$ cat config.mk
export PLATFORM = sky130hd
export DESIGN_NAME = spi_reg_sequencer
export DESIGN_NICKNAME = d
export VERILOG_FILES = /design/src/rtl/spi_reg_sequencer.sv
export SDC_FILE = /design/constraint.sdc
export NUM_CORES = 1
export LEC_CHECK = 0
export ABC_AREA = 1
export CAP_MARGIN = 30
export CORE_AREA = 2 2 63 65
export CTS_BUF_LIST = sky130_fd_sc_hd__clkbuf_4
export CTS_CLUSTER_DIAMETER = 30
export DETAILED_ROUTE_END_ITERATION = 10
export DIE_AREA = 0 0 65 67
export PLACE_DENSITY_LB_ADDON = 0.25
export SKIP_LAST_GASP = 1
export SYNTH_ARGS = -nofsm -noshare
export SYNTH_HDL_FRONTEND = slang
export SYNTH_SLANG_ARGS = --single-unit
$ cat constraint.sdc
create_clock -name clk -period 1.6 [get_ports clk]
set_input_delay 0.32 -clock clk [delete_from_list [all_inputs] [get_ports clk]]
set_output_delay 0.32 -clock clk [all_outputs]
set_load 0.02 [all_outputs]
$ cat src/rtl/spi_reg_sequencer.sv
// SPI command sequencer: decodes command/address/data bytes, writes and prefetch-reads the register file.
// Latency: host write 1 cycle after rx_valid; read byte tx_load 2 cycles after rx_valid.
// Backpressure: none on the SPI side; sample requesters hold smp_req until their grant pulse.
//
// Ports:
//   clk, rst_n                 clock and synchronous active-low reset
//   frame_active, rx_valid,    byte stream from the SPI shift stage
//   rx_byte
//   tx_load, tx_byte           next byte for the shift stage (tx_byte qualified by tx_load)
//   rf_we/rf_waddr/rf_wdata    register-file write port (shared with sample requesters)
//   rf_raddr, rf_rdata         register-file read port, one cycle read latency
//   smp_req, smp_data0/1,      pin-sample write requesters and their one-cycle grants
//   smp_gnt
//   busy, err_cmd              status: not IDLE, unknown command pulse
module spi_reg_sequencer #(
  parameter int          ADDR_W    = 4,
  parameter logic [7:0]  CMD_WRITE = 8'hF0,
  parameter logic [7:0]  CMD_READ  = 8'h0F,
  parameter int          SMP_ADDR0 = 7,
  parameter int          SMP_ADDR1 = 9
) (
  input  logic              clk,
  input  logic              rst_n,
  input  logic              frame_active,
  input  logic              rx_valid,
  input  logic [7:0]        rx_byte,
  output logic              tx_load,
  output logic [7:0]        tx_byte,
  output logic              rf_we,
  output logic [ADDR_W-1:0] rf_waddr,
  output logic [7:0]        rf_wdata,
  output logic [ADDR_W-1:0] rf_raddr,
  input  logic [7:0]        rf_rdata,
  input  logic [1:0]        smp_req,
  input  logic [7:0]        smp_data0,
  input  logic [7:0]        smp_data1,
  output logic [1:0]        smp_gnt,
  output logic              busy,
  output logic              err_cmd
);

  localparam logic [ADDR_W-1:0] SMP_A0 = ADDR_W'(SMP_ADDR0);
  localparam logic [ADDR_W-1:0] SMP_A1 = ADDR_W'(SMP_ADDR1);

  typedef enum logic [2:0] {
    IDLE, CMD, ADDR, WR_DATA, RD_FETCH, RD_DATA, DISCARD
  } state_t;

  state_t            state, state_nxt;
  logic [ADDR_W-1:0] addr;
  logic              rd_mode;
  logic              hw_vld;     // host write captured last cycle, presented this cycle
  logic [ADDR_W-1:0] hw_addr;
  logic [7:0]        hw_data;
  logic              rr;         // round-robin pointer: requester to favour when both pend
  logic              tx_done;    // the byte for this RD_DATA visit has already been loaded
  logic              rx_ok;
  logic              wr_take;
  logic              wr_keep;
  logic [1:0]        req;
  logic              sel;

  // Bytes outside a frame are ignored everywhere.
  assign rx_ok   = rx_valid & frame_active;
  assign wr_take = (state == WR_DATA) && rx_ok;
  // Sample-owned registers are read-only to the host; address still advances.
  assign wr_keep = wr_take && (addr != SMP_A0) && (addr != SMP_A1);

  assign rf_raddr = addr;
  assign tx_byte  = tx_load ? rf_rdata : 8'h00;

  always_comb begin
    state_nxt = state;
    busy      = (state != IDLE);
    tx_load   = (state == RD_DATA) && !tx_done && frame_active;
    if (!frame_active) begin
      state_nxt = IDLE;
    end else begin
      case (state)
        IDLE:     state_nxt = CMD;
        CMD:      if (rx_valid) state_nxt = ((rx_byte == CMD_WRITE) || (rx_byte == CMD_READ)) ? ADDR : DISCARD;
        ADDR:     if (rx_valid) state_nxt = rd_mode ? RD_FETCH : WR_DATA;
        WR_DATA:  state_nxt = WR_DATA;
        RD_FETCH: state_nxt = RD_DATA;
        RD_DATA:  if (rx_valid) state_nxt = RD_FETCH;
        DISCARD:  state_nxt = DISCARD;
        default:  state_nxt = IDLE;
      endcase
    end
  end

  // Write-port arbitration: the registered host write always wins; samples fill idle cycles.
  always_comb begin
    req      = rst_n ? smp_req : 2'b00;
    sel      = (req == 2'b11) ? rr : req[1];
    rf_we    = 1'b0;
    rf_waddr = '0;
    rf_wdata = 8'h00;
    smp_gnt  = 2'b00;
    if (hw_vld) begin
      rf_we    = 1'b1;
      rf_waddr = hw_addr;
      rf_wdata = hw_data;
    end else if (req != 2'b00) begin
      rf_we        = 1'b1;
      smp_gnt[sel] = 1'b1;
      rf_waddr     = sel ? SMP_A1 : SMP_A0;
      rf_wdata     = sel ? smp_data1 : smp_data0;
    end
  end

  always_ff @(posedge clk) begin
    if (!rst_n) begin
      state   <= IDLE;
      addr    <= '0;
      rd_mode <= 1'b0;
      hw_vld  <= 1'b0;
      hw_addr <= '0;
      hw_data <= 8'h00;
      rr      <= 1'b0;
      tx_done <= 1'b0;
      err_cmd <= 1'b0;
    end else begin
      state   <= state_nxt;
      err_cmd <= (state == CMD) && rx_ok && (rx_byte != CMD_WRITE) && (rx_byte != CMD_READ);
      if ((state == CMD) && rx_ok) rd_mode <= (rx_byte == CMD_READ);
      hw_vld <= wr_keep;
      if (wr_take) begin
        hw_addr <= addr;
        hw_data <= rx_byte;
      end
      if ((state == ADDR) && rx_ok) addr <= rx_byte[ADDR_W-1:0];
      else if (wr_take || tx_load)  addr <= addr + ADDR_W'(1);
      tx_done <= (state == RD_DATA) && (state_nxt == RD_DATA);
      if (!hw_vld && (smp_req == 2'b11)) rr <= ~rr;
    end
  end

endmodule

# [Word level (Yosys, flattened, before mapping)]
# Index checks and enable logic that the tools add are counted.
[classes] shift=0 n_eq_ne=15 n_mul=0 bitwise_logic=2 reduce_logical=20 n_div=0 order_cmp=2 mux=24 add_sub_neg=1
[op_table] op="$mux 8" n=4
[op_table] op="$pmux 3 s7" n=1
[op_table] op="$mux 4" n=5
[op_table] op="$mux 3" n=6
[op_table] op="$eq 3x3->1 const B" n=4
[op_table] op="$logic_and 1x1->1" n=12
[op_table] op="$eq 8x4->1 const B" n=1
[op_table] op="$eq 8x8->1 const B" n=1
[op_table] op="$ne 8x4->1 const B" n=1
[op_table] op="$ne 8x8->1 const B" n=1
[op_table] op="$eq 3x2->1 const B" n=2
[op_table] op="$mux 2" n=3
[op_table] op="$add 4x1->4 const B" n=1
[op_table] op="$eq 2x2->1 const B" n=2
[op_table] op="$mux 1" n=4
[op_table] op="$ne 4x3->1 const B" n=1
[op_table] op="$ne 4x4->1 const B" n=1
[op_table] op="$reduce_bool 2->1" n=2
[op_table] op="$eq 3x1->1 const B" n=1
[op_table] op="$logic_not 3->1" n=1
[op_table] op="$reduce_bool 3->1" n=1
[op_table] op="$logic_not 1->1" n=2
[op_table] op="$logic_or 1x1->1" n=2
[op_table] op="$lt 1x2->1 const B" n=1
[op_table] op="4 further kinds" n=4
[totals] ram_bits=0 output_inout_bits=30 n_memories=0 in_bits=38 latch_bits=0 elab_cells=73 romBits=0 register_bits=24

# [Longest topological paths before layout]
# Gate-level depths: netlist of run 1.
[logic_depth] ltp_word=9 ltp_mapped=9 ltp_nobuf=7

# [Worst setup path after synthesis of run 1]
# OpenSTA, ideal clock, no wires.
[synth_timing] path_type="reg-to-output" start="register hw_vld" end="output rf_waddr[1]" path_stages_with_launch=5 arrival_time_ps=1254 path_buffers=1 required_ps=1280 path_slack_ps=26 path_cell_list="dfxtp_1 -> clkbuf_1 -> nor2_2 -> inv_2 -> o21ai_0"
[synth_via] elab_chain_cells=1
[synth_rtl] element="start, declared" line_no="52" text="logic hw_vld;"
[synth_rtl] element="start signal, assigned" line_no="127" text="hw_vld <= wr_keep;"
[synth_rtl] element="$mux 4" line_no="100" text="if (hw_vld) begin"
[synth_rtl] element="end, declared" line_no="30" text="output logic [ADDR_W-1:0] rf_waddr,"
# No other way between the ends.

# [Worst setup path after layout of run 1]
[layout_timing] start="register rr" end="output rf_wdata[2]"
[layout_via] elab_chain_cells=4
[layout_rtl] element="start, declared" line_no="55" text="logic rr;"
[layout_rtl] element="start signal, assigned" line_no="135" text="if (!hw_vld && (smp_req == 2'b11)) rr <= ~rr;"
[layout_rtl] element="$mux 1" line_no="95" text="sel = (req == 2'b11) ? rr : req[1];"
[layout_rtl] element="$mux 8" line_no="108" text="rf_wdata = sel ? smp_data1 : smp_data0;"
[layout_rtl] element="$mux 8" line_no="104" text="end else if (req != 2'b00) begin"
[layout_rtl] element="$mux 8" line_no="100"
[layout_rtl] element="end, declared" line_no="31" text="output logic [7:0] rf_wdata,"
# No other way between the ends.

==> flow_metrics.tcl, run 1 <==
set metrics [dict create \
    outcome "complete, but fails checks" \
    failing_checks "negative setup slack" \
    worstSetupEndpointType "primary output" \
    dieHeight_um 67 \
    max-slew-margin-rel_pct 71.2 \
    hpwlAfterDp_mm 3.36 \
    syn_avg_cell_area_um2 6.27 \
    n_fill_cell 319 \
    tritoncts_num_sinks 24 \
    synth.lib_cells_used.distinct 25 \
    drt_antenna_net_count 0 \
    placement.io_buffers 67 \
    grt_max_degree 21 \
    worst_max_slew_pin_slew_ns 0.431 \
    hold_violation_total_from_the_final_report 0 \
    cp-start-kind "flip-flop" \
    global_route_wire_length_before_repair_mm 7.06 \
    max_cap_violations 0 \
    final.period_utilization_pct 112 \
    fin_ws_ns -0.190 \
    route.detailed.drc 0 \
    power.static_leakage_nw 1.24 \
    start_util_pct 43.8 \
    flow.area_growth_from_synthesis_pct 64.3 \
    final.setup.tns_ns -1.51 \
    placed_cells_incl_taps 381 \
    io_pins 68 \
    ctsRootBufferMaster "sky130_fd_sc_hd__clkbuf_4" \
    grt-ovfl-total 0 \
    dieWidth_um 65 \
    synth.yosys.warnings 0 \
    powerDensity_nw_per_um2 486 \
    die_area_um2 4360 \
    finalHoldWorstSlack_ns 0.300 \
    synth_sequential_area_ratio_pct 30.4 \
    1st_pass_router_iterations 5 \
    h_tree_level_count 1 \
    via_count_of_the_first_global_routing_pass 1630 \
    netlist_area_um2 1580 \
    cts-root-to-sink-buffers 2 \
    final_net_count 384 \
    grt_use_total_pct 20.3 \
    std_cell_rows 22 \
    post_route_clock_skew_ns 0.0139 \
    critPathArrivalTime_ns 1.47 \
    crit_path_max_fanout 3 \
    cts_tree "built" \
    worst_hold_path_type "primary input to flip-flop" \
    post-route-min-period_ns 1.79 \
    worstPathRequired_ns 1.28 \
    preCtsSetupSlack_ns -0.811 \
    grt_setup_unrepaired "yes" \
    detail_route.iter0.violations 69 \
    vias_per_cell 4.85 \
    floorplan.core_area_um2 3610 \
    netlist_instances 252 \
    critPathKind "flip-flop to primary output" \
    ys_ff_latch 24 \
    totalWireLength_mm 4.48 \
    worst_ir_drop_vdd_mv 0.330 \
    post_route_cells_drive_above_1_share_pct 29.2 \
    vias 1898 \
    cts.reportedPaths.clkPinSlew_ns 0.14 \
    timing.final.max_slew_violations 0 \
    synth_nets 292 \
    total_of_hold_buffers_inserted_after_clock_tree_synthesis 0 \
    worst_skew_pair.late_latency_ns 0.31 \
    instances_no_fill 391 \
    maxClockFrequency_mhz 559 \
    antenna_cells_inserted 0 \
    cts_made_buffers 3 \
    grt_antenna_before_repair 0 \
    routed_wire_length_per_instance_um 11.5 \
    setup_viols_final 14 \
    gp_routability_congestion 0.923 \
]
==> Yosys cell counts (all sizes together) <==
cell    count  area share, %
nor2       51             14
nor3b       1           0.48
ha          2            1.6
buf         8            4.9
xor2        1           0.55
clkbuf      4           0.95
a21oi       9            2.9
dfxtp      24             30
a21boi      1           0.48
a31oi       2           0.79
nand3      17            6.0
o211ai      9            4.3
or2         8            3.2
nor3        1           0.32
o21ai      21            6.7
nand4       3            1.2
inv        31            7.4
nand2      59             14
==> per-layer routing <==
layer,up-vias,track usage [%],part of all wire (%)
met5,-,0,0
li1,984,-,-
met3,2,2.70,5.9
met1,851,24.8,44
met2,61,37.4,50
met4,0,4.79,0.38
==> metrics by stage <==
stage	util (%)	total power, W	area (um2)
after floorplan	-	0.000771	1580
after global placement	67.3	0.000970	2430
after detailed placement	67.3	0.000973	2430
after CTS	68.7	0.00124	2480
after global routing	72.0	0.00133	2600
final	72.0	0.00126	2600
==> path summary, 6_finish.rpt <==
path	startpoint	end	slack, ns	cells after the start
max	rr	rf_wdata[2]	-0.19	8
min	smp_req[0]	rr	0.30	3
max reg2reg	state[0]	rf_raddr[2]	0.25	9
min reg2reg	rr	rr	0.47	2
==> critical path, stage by stage (launching register included) <==
cell                       delay [ns]
sky130_fd_sc_hd__dfxtp_2         0.35
sky130_fd_sc_hd__inv_2           0.04
sky130_fd_sc_hd__nand2_2         0.08
sky130_fd_sc_hd__nand2_4         0.05
sky130_fd_sc_hd__buf_4           0.13
sky130_fd_sc_hd__or2_0           0.20
sky130_fd_sc_hd__o211ai_1        0.09
sky130_fd_sc_hd__nand2_1         0.08
sky130_fd_sc_hd__buf_6           0.13
==> sequential cells by signal (all words and copies together) (netlist names) <==
signal	cells
err_cmd	1
rr	1
rd_mode	1
hw_vld	1
tx_done	1
hw_data	8
state	3
hw_addr	4
rf_raddr	4
==> timing repair <==
item,in CTS,in global routing
pin swaps,15,22
setup buffers,1,4
gates resized for setup,154,43
endpoints found under the setup margin,29,25
cloned,1,0
==> logic make-up (layout without fill, tap and decap cells) <==
| kind of cell | Yosys count | in the layout | share of synthesized area, % |
|---|---|---|---|
| adder cells (fa/ha/maj) | 2 | 2 | 1.58 |
| XOR/XNOR | 1 | 1 | 0.554 |
| buffers and inverters | 43 | 133 | 13.2 |
| AO/OA/AOI/OAI | 42 | 42 | 15.0 |
| flip-flops | 24 | 24 | 30.4 |
| AND/OR/NAND/NOR | 140 | 141 | 39.2 |
==> layout by cell type (no fill, tap or decap), types with 9 or more instances in the layout <==
cell / instances
sky130_fd_sc_hd__a21oi_1: 9
sky130_fd_sc_hd__buf_4: 31
sky130_fd_sc_hd__buf_6: 19
sky130_fd_sc_hd__clkdlybuf4s50_1: 34
sky130_fd_sc_hd__dfxtp_1: 19
sky130_fd_sc_hd__inv_1: 24
sky130_fd_sc_hd__nand2_1: 53
sky130_fd_sc_hd__nand3_1: 15
sky130_fd_sc_hd__nor2_1: 36
sky130_fd_sc_hd__nor2_4: 10
sky130_fd_sc_hd__o211ai_1: 9
sky130_fd_sc_hd__o21ai_0: 15
==> layout make-up <==
cell class,instances,area (um2),area share (%)
multi-input combinational,186,1000,38.7
tap,48,60.1,2.31
inverter,31,121,4.67
timing repair buffer,98,895,34.5
sequential,24,489,18.8
clock buffer,3,22.5,0.867
clock inverter,1,3.75,0.145
==> power breakdown <==
group	internal (W)	switching [W]	total (W)
Clock	0.0000910	0.000182	0.000273
Combinational	0.000198	0.000181	0.000379
Sequential	0.000605	0.00000560	0.000610
Note: power is estimated with default switching activity, not from simulation.
==> run 2, diff against run 1 <==
--- a/config.mk
+++ b/config.mk
@@ -13,6 +13,7 @@
 export DETAILED_ROUTE_END_ITERATION = 10
 export DIE_AREA = 0 0 65 67
 export PLACE_DENSITY_LB_ADDON = 0.25
+export SETUP_SLACK_MARGIN = 0.4
 export SKIP_LAST_GASP = 1
 export SYNTH_ARGS = -nofsm -noshare
 export SYNTH_HDL_FRONTEND = slang
==> flow_metrics.tcl, run 2 (synthesis results as in run 1) <==
set metrics [dict create \
    dieWidth_um 65 \
    worst_skew_pair.late_latency_ns 0.33 \
    final.setup.tns_ns -4.22 \
    n_fill_cell 155 \
    post_route_cells_drive_above_1_share_pct 50.7 \
    post_route_clock_skew_ns 0.00268 \
    critPathKind "flip-flop to primary output" \
    final_net_count 410 \
    io_pins 68 \
    h_tree_level_count 1 \
    grt_setup_unrepaired "yes" \
    worst_max_slew_pin_slew_ns 0.405 \
    dieHeight_um 67 \
    worstSetupEndpointType "primary output" \
    floorplan.core_area_um2 3610 \
    fin_ws_ns -0.308 \
    gp_routability_congestion 0.812 \
    commonest_cells_after_routing_fill_and_taps_aside "45 x sky130_fd_sc_hd__buf_6, 36 x sky130_fd_sc_hd__nand2_1, 33 x sky130_fd_sc_hd__clkdlybuf4s50_1, 29 x sky130_fd_sc_hd__buf_4, 23 x sky130_fd_sc_hd__nor2_1" \
    std_cell_rows 22 \
    flow.area_growth_from_synthesis_pct 108 \
    antenna_cells_inserted 0 \
    routed_wire_length_per_instance_um 18.3 \
    max-slew-margin-rel_pct 72.9 \
    min_delay_worst_endpoint "rr" \
    final.period_utilization_pct 119 \
    ctsRootBufferMaster "sky130_fd_sc_hd__clkbuf_4" \
    setup_viols_final 24 \
    grt_use_total_pct 25.3 \
    number_of_flip_flops_under_the_largest_register_name 8 \
    worstPathRequired_ns 1.28 \
    r2r_slack_ns -0.05 \
    crit_path_max_fanout 5 \
    failing_checks "negative setup slack" \
    totalWireLength_mm 7.64 \
    die_area_um2 4360 \
    tritoncts_num_sinks 24 \
    total_of_hold_buffers_inserted_after_clock_tree_synthesis 0 \
    met2_wirelength_mm 3.99 \
    vias_per_cell 5.60 \
    grt_max_degree 22 \
    power.static_leakage_nw 1.51 \
    r2r_start "state[0]" \
    global_route_wire_length_before_repair_mm 8.63 \
    1st_pass_router_iterations 5 \
    cts_tree "built" \
    via_count_of_the_first_global_routing_pass 1985 \
    route.detailed.drc 0 \
    detail_route.iter0.violations 127 \
    min_path_cells 3 \
    grt_antenna_before_repair 0 \
    finalHoldWorstSlack_ns 0.324 \
    maxClockFrequency_mhz 524 \
    drt_antenna_net_count 0 \
    post-route-min-period_ns 1.91 \
    timing.final.max_slew_violations 0 \
    powerDensity_nw_per_um2 430 \
    cts-root-to-sink-buffers 2 \
    grt-ovfl-total 0 \
    min_from "smp_req[1]" \
    worst_hold_path_type "primary input to flip-flop" \
    start_util_pct 43.8 \
    most_frequent_standard_cell_in_the_layout_excluding_fill_and_tap_cells "sky130_fd_sc_hd__buf_6" \
    hold_violation_total_from_the_final_report 0 \
    worstRegToRegCells 11 \
    regMostFlops "hw_data" \
    max_cap_violations 0 \
    cp-start-kind "flip-flop" \
    hpwlAfterDp_mm 3.26 \
    critPathArrivalTime_ns 1.59 \
    vias 2337 \
    maxUsedRoutingLayer "met4" \
    worst_ir_drop_vdd_mv 0.295 \
    outcome "complete, but fails checks" \
    cts_made_buffers 3 \
    met1Wirelength_mm 2.72 \
    met3RoutedLength_um 590 \
    cts.reportedPaths.clkPinSlew_ns 0.14 \
    critical_path.reg2reg.endpoint "rf_raddr[3]" \
    placement.io_buffers 67 \
]
-- run 2: where the power goes --
group          switching, W  leakage, nW  total, W  internal (W)
clock              0.000204       0.0154  0.000296     0.0000917
combinational      0.000250         1.30  0.000510      0.000259
sequential       0.00000657        0.198  0.000609      0.000602
total              0.000461         1.51   0.00141      0.000953
-- run 2: worst max-delay path, stage by stage (launching register included) --
cell                       delay (ns)
sky130_fd_sc_hd__dfxtp_2         0.35
sky130_fd_sc_hd__inv_2           0.04
sky130_fd_sc_hd__nand2_2         0.07
sky130_fd_sc_hd__nand2_4         0.08
sky130_fd_sc_hd__buf_6           0.13
sky130_fd_sc_hd__or2_0           0.23
sky130_fd_sc_hd__o211ai_1        0.15
sky130_fd_sc_hd__nand2_2         0.08
sky130_fd_sc_hd__buf_6           0.14
-- run 2: what timing repair did --
item,CTS,global route
buffers inserted,16,11
gates resized for setup,260,53
endpoints found under the hold margin,0,0
gates cloned,3,2
setup endpoints to repair,49,50
pin swaps,30,30
-- run 2: worst max path at each step --
stage | end | start | slack, ns | depth (start not counted)
2_1_floorplan | rf_wdata[7] | smp_req[1] | 0.29 | 7
3_3_place_gp | rf_wdata[2] | smp_req[1] | -0.79 | 9
3_5_place_dp | rf_wdata[4] | smp_req[1] | -0.82 | 9
4_1_cts | rf_wdata[4] | rr | -0.22 | 8
5_1_grt | rf_wdata[2] | rr | -0.37 | 8
6_report | rf_wdata[2] | rr | -0.31 | 8
-- run 2: layout make-up --
cell class | count | area [um2] | share of cell area (%)
well taps | 48 | 60.1 | 1.83
clock inverters | 1 | 3.75 | 0.114
multi-input cells | 185 | 1280 | 38.8
repair buffers | 123 | 1270 | 38.5
flip-flops and latches | 24 | 497 | 15.1
inverters | 31 | 141 | 4.30
repair inverters | 2 | 20.0 | 0.609
clock buffers | 3 | 22.5 | 0.685
-- run 2: per-layer routing --
metal / track usage, % / vias to the layer above
li1: - / 1037
met1: 26.0 / 1105
met2: 51.0 / 159
met3: 4.56 / 36
met4: 7.98 / 0
met5: 0 / -
-- run 2: metrics by stage --
step / cell area (um2) / util [%] / power [W] / worst slack (ns) / cells
final: 3290 / 91.2 / 0.00141 / -0.308 / 417
after global routing: 3290 / 91.2 / 0.00147 / -0.370 / 417
after CTS: 2990 / 82.8 / 0.00134 / -0.219 / 404
after detailed placement: 2550 / 70.8 / 0.000999 / -0.815 / 381
after global placement: 2550 / 70.8 / 0.000995 / -0.787 / 381
after floorplan: 1710 / - / 0.000793 / 0.292 / 252
